File: src/rtl/corep_pkg.sv
// Shared core types: PC/history widths and the gbpt update payload.
package corep;

   localparam int unsigned PC38_W              = 38;
   localparam int unsigned GH_W                = 12;
   localparam int unsigned GBPT_UPDQ_DEPTH     = 8;
   localparam int unsigned GBPT_UPDQ_ENQ_LANES = 2;

   typedef logic [PC38_W-1:0] PC38_t;
   typedef logic [GH_W-1:0]   GH_t;

   typedef struct packed {
      PC38_t pc38;
      GH_t   gh;
      logic  taken;
   } gbpt_update_t;

endpackage

File: src/rtl/gbpt_update_queue.sv
// Transmit queue for gbpt updates: absorbs 2-wide branch resolutions, drains one per cycle in order.
// Optional same-cycle bypass on an empty queue: define GBPT_UPDQ_BYPASS_EN.
module gbpt_update_queue
   import corep::*;
#(
   parameter int unsigned DEPTH = GBPT_UPDQ_DEPTH
) (
   input  logic                                 CLK,
   input  logic                                 nRST,
   input  logic [GBPT_UPDQ_ENQ_LANES-1:0]       enq_valid_by_lane,
   input  PC38_t [GBPT_UPDQ_ENQ_LANES-1:0]      enq_pc38_by_lane,
   input  GH_t [GBPT_UPDQ_ENQ_LANES-1:0]        enq_gh_by_lane,
   input  logic [GBPT_UPDQ_ENQ_LANES-1:0]       enq_taken_by_lane,
   output logic                                 enq_ready,
   output logic                                 update_valid,
   output PC38_t                                update_pc38,
   output GH_t                                  update_gh,
   output logic                                 update_taken
);

   localparam int unsigned PTR_W = $clog2(DEPTH);
   localparam int unsigned CNT_W = $clog2(DEPTH + 1);

   gbpt_update_t       mem [DEPTH];
   logic [PTR_W-1:0]   head;
   logic [PTR_W-1:0]   tail;
   logic [CNT_W-1:0]   count;

   logic [1:0]         acc;
   logic [CNT_W-1:0]   n_enq;
   logic [CNT_W-1:0]   wr_n;
   logic [CNT_W-1:0]   count_next;
   logic               deq;
   logic               out_valid;
   gbpt_update_t       lane0;
   gbpt_update_t       lane1;
   gbpt_update_t       first;
   gbpt_update_t       wr0;
   gbpt_update_t       head_ent;

   // Accept, compact and size the enqueue; pick the entry presented to gbpt.
   always_comb begin
      lane0      = {enq_pc38_by_lane[0], enq_gh_by_lane[0], enq_taken_by_lane[0]};
      lane1      = {enq_pc38_by_lane[1], enq_gh_by_lane[1], enq_taken_by_lane[1]};
      acc        = enq_ready ? enq_valid_by_lane : 2'b00;
      n_enq      = CNT_W'(acc[0]) + CNT_W'(acc[1]);
      first      = acc[0] ? lane0 : lane1;
      deq        = (count != '0);
`ifdef GBPT_UPDQ_BYPASS_EN
      // Empty queue: the oldest accepted lane goes straight to the port and skips storage.
      if ((count == '0) && (acc != 2'b00)) begin
         wr_n      = n_enq - CNT_W'(1);
         wr0       = lane1;
         head_ent  = first;
         out_valid = 1'b1;
      end else begin
         wr_n      = n_enq;
         wr0       = first;
         head_ent  = mem[head];
         out_valid = deq;
      end
`else
      wr_n       = n_enq;
      wr0        = first;
      head_ent   = mem[head];
      out_valid  = deq;
`endif
      count_next = count + wr_n - CNT_W'(deq);
   end

   always_comb begin
      update_valid = out_valid;
      update_pc38  = out_valid ? head_ent.pc38  : '0;
      update_gh    = out_valid ? head_ent.gh    : '0;
      update_taken = out_valid ? head_ent.taken : 1'b0;
   end

   // Pointer/occupancy state; enq_ready is precomputed from next occupancy.
   always_ff @(posedge CLK) begin
      if (!nRST) begin
         head      <= '0;
         tail      <= '0;
         count     <= '0;
         enq_ready <= 1'b1;
      end else begin
         head      <= head + PTR_W'(deq);
         tail      <= tail + PTR_W'(wr_n);
         count     <= count_next;
         enq_ready <= (count_next <= CNT_W'(DEPTH - 2));
      end
   end

   // Storage needs no reset; occupancy alone defines validity.
   always_ff @(posedge CLK) begin
      if (wr_n != '0) mem[tail] <= wr0;
      if (wr_n == CNT_W'(2)) mem[tail + PTR_W'(1)] <= lane1;
   end

endmodule
File: config.mk
export PLATFORM = sky130hd
export DESIGN_NAME = gbpt_update_queue
export DESIGN_NICKNAME = d
export VERILOG_FILES = /design/src/rtl/corep_pkg.sv /design/src/rtl/gbpt_update_queue.sv
export SDC_FILE = /design/constraint.sdc
export NUM_CORES = 1
export LEC_CHECK = 0
export CAP_MARGIN = 20
export CORE_UTILIZATION = 40
export CTS_CLUSTER_SIZE = 14
export DETAILED_ROUTE_END_ITERATION = 10
export GPL_TIMING_DRIVEN = 0
export SETUP_SLACK_MARGIN = 0.5
export SLEW_MARGIN = 15
export SYNTH_ARGS = -nofsm -noshare
export SYNTH_HDL_FRONTEND = slang
export SYNTH_SLANG_ARGS = --single-unit
File: constraint.sdc
create_clock -name CLK -period 8.5 [get_ports CLK]
set_input_delay 2.55 -clock CLK [delete_from_list [all_inputs] [get_ports CLK]]
set_output_delay 2.55 -clock CLK [all_outputs]
set_load 0.01 [all_outputs]
==> impl_metrics.csv <==
group,metric,value,unit
clocking,root_buffer,"clkbuf_16",
pwr,comb_power_share,41.2,%
timing,hold_viol_final,0,
synthesis,yosysUniqueCellTypes,41,
critical_path,rr_worst_depth,9,
critical_path,r2r_end,"mem[0][4]",
floorplanning,die_area,54550,µm²
final_layout,syn2layout_area_growth,20.55,%
route,ant_nets,0,
timing,holdWs,0.6082,ns
critical_path,required,8.76,ns
pwr,p_clk_share,23.2,%
timing,min_period,6.289,ns
timing,setup_viol,0,
pwr,switching_share,31.60,%
floorplanning,ios,159,
synthesis,synth_top_flop_cell,"edfxtp_1",
final_layout,layout_commonest_cell,"mux2_2",
clocking,post_cts_buffers,0,
route,drc,20,
floorplanning,dieHeight,233.6,µm
clocking,cts_resized,0,
clocking,tritoncts,"done",
pwr,ir_drop,0.1699,mV
clocking,clock_latency,0.57,ns
route,drt_wl_total,57870,µm
clocking,htreeDepth,2,
final_layout,nets,1540,
synthesis,seq_area_frac_synth,58.15,%
critical_path,worstPathArrival,6.55,ns
critical_path,path_class,"input port to flop",
global_routing,track_usage,21.67,%
floorplanning,dieWidth,233.6,µm
final_layout,n_antenna_cell,0,
route,dr.pass1.iters,8,
timing,fin_crit_sh,73.99,%
timing,relSlewSlack,37.61,%
global_routing,grt_pass1_wl,85850,µm
route,vias,12140,
clocking,cts.clk_slew.worst_paths,0.06,ns
clocking,clockBufferDepth,3,
global_routing,grt_start_max_net_pins,33,
critical_path,critPathLaunchType,"input port",
critical_path,critical_path.endpoint,"mem[0][4]",
run_status,violations,"DRC",
route,drt-vias-per-instance,5.669,
floorplanning,start_util,40.65,%
final_layout,drive_gt1_share,48.56,%
synthesis,syn-num-nets,1312,
placed_design,gp_congestion,0.7441,
floorplanning,rows,84,
critical_path,path_max_fanout,32,
run_status,status,"finished, violations left",
synthesis,async_reset_ff_share,0,%
global_routing,grt-ovfl-total,0,
synthesis,syn-cell-area,21450,µm²
route,drt-wirelength-per-cell,27.02,µm
global_routing,grt_pass1_vias,12890,
pwr,p_int,5559,µW
timing,skew,0.01390,ns
final_layout,finish.utilization,49.00,%
timing,finalMaxSlewViolations,0,
global_routing,antenna_found_initial,1,
worst_hold_path,hold_class,"flop to flop",
timing,rsz0062_at_grt,"false",
route,drt_iter0_drc,1028,
placed_design,dpl.hpwl,36230,µm
placed_design,port-buffer-count,158,
critical_path,regToRegSetupSlack,4.14,ns
flow_run,drv_cap,0,
synthesis,synth.avg_cell_area,17.99,µm²
pwr,p_seq_share,35.7,%
pwr,p_switching,2568,µW
clocking,hold_buffers,0,
final_layout,layout_common_cells,"mux2_2 (455), edfxtp_1 (408), clkdlybuf4s50_1 (158)",
synthesis,yosys_register_bits,419,
synthesis,synth_edf_count,408,
synthesis,ys_warn_count,0,
floorplanning,core,52760,µm²
clocking,cts_sinks,419,
critical_path,cp-startpoint,"enq_valid_by_lane[0]",
critical_path,end_kind,"flop",
pwr,p_leak,0.008539,µW
timing,tightest_slew,0.9358,ns
synthesis,synthCells,1192,
clocking,tritoncts.num_buffers,47,
pwr,powerDensity,314.3,nW/µm²
timing,fmaxAchievable,159.0,MHz
critical_path,r2r_start,"enq_ready",
## state kept, by name (all words and copies together) (netlist names)
| register | cells |
|---|---|
| count | 4 |
| enq_ready | 1 |
| head | 3 |
| mem | 408 |
| tail | 3 |
## cell type report
cell class	instances	area [µm²]
Sequential cell	419	12470
Timing Repair Buffer	179	2087
Clock inverter	22	116.4
Multi-Input combinational cell	678	8566
Clock buffer	61	1271
Fill cell	4437	26910
Buffer	82	432.9
Tap cell	688	860.8
Inverter	13	48.80
## through the flow
step	total power, µW	std cells	setup TNS [ns]	instance area [µm²]	worst slack (ns)
after CTS	8221	2142	0	25850	2.185
after floorplan	4900	1192	0	21450	0.8888
final	8127	2142	0	25850	2.211
after detailed placement	6329	2059	0	24470	1.623
after global placement	6219	2038	-1152.13	23890	-4.819
after global routing	8500	2142	0	25850	2.041
## logic make-up (layout without fill, tap and decap cells)
logic type / count (synthesis) / after routing / synth area share, %
multiplexers: 561 / 561 / 34.81
flip-flops: 419 / 419 / 58.15
buffers and inverters: 95 / 357 / 2.246
AO/OA/AOI/OAI: 61 / 61 / 2.398
AND/OR/NAND/NOR: 37 / 37 / 1.231
adder cells (fa/ha/maj): 14 / 14 / 0.8868
XOR/XNOR: 5 / 5 / 0.2743
## critical path: stages
cell and delay, ns:
clkdlybuf4s50_1 0.46, nand2_1 0.35, clkbuf_1 0.49, inv_1 0.15
ha_1 0.34, nand2_1 0.19, nor3_2 0.62, buf_2 0.45
or2_4 0.65, buf_12 0.28
## cell usage after synthesis (2+ instances only)
master	n	area [µm²]
buf_2	43	215.2
fa_1	2	40.04
nor3_1	2	10.01
and2_1	9	56.30
mux2_2	455	5124
o21ai_0	4	20.02
edfxtp_1	408	12250
nand2b_1	2	12.51
mux4_2	102	2297
buf_6	9	101.4
xor2_1	2	17.52
nand2_1	5	18.77
dfxtp_1	11	220.2
nor3_4	2	32.53
or2_2	3	18.77
ha_1	12	150.1
inv_1	13	48.80
a22o_1	51	446.7
o21bai_1	2	15.01
nor3_2	2	20.02
mux2_1	4	45.04
buf_1	3	11.26
clkbuf_1	26	97.59
nor2b_1	3	18.77
## metal layers
| metal | up-vias | global-route usage, % | wire, µm |
|---|---|---|---|
| met5 | - | 0 | 10 |
| met4 | 2 | 5.175 | 1108 |
| met3 | 86 | 3.906 | 3285 |
| met2 | 381 | 35.48 | 28220 |
| met1 | 6303 | 29.81 | 25250 |
| li1 | 5370 | - | - |
## power groups by stage
stage,combinational (µW),clock [µW],sequential (µW)
4_1_cts,3400,1920,2900
2_1_floorplan,1960,0,2940
3_3_place_gp,3200,0,3020
3_5_place_dp,3390,0,2940
5_1_grt,3580,1990,2930
6_report,3350,1880,2900
## worst min path at each step
stage | from | end | cells after the start
floorplan | count[0] | count[0] | 2
global placement | count[0] | count[0] | 2
detailed placement | head[2] | head[2] | 2
CTS | head[2] | head[2] | 2
global route | head[2] | head[2] | 2
finish | head[2] | head[2] | 2
No activity file was read; power rests on OpenSTA's default activity.
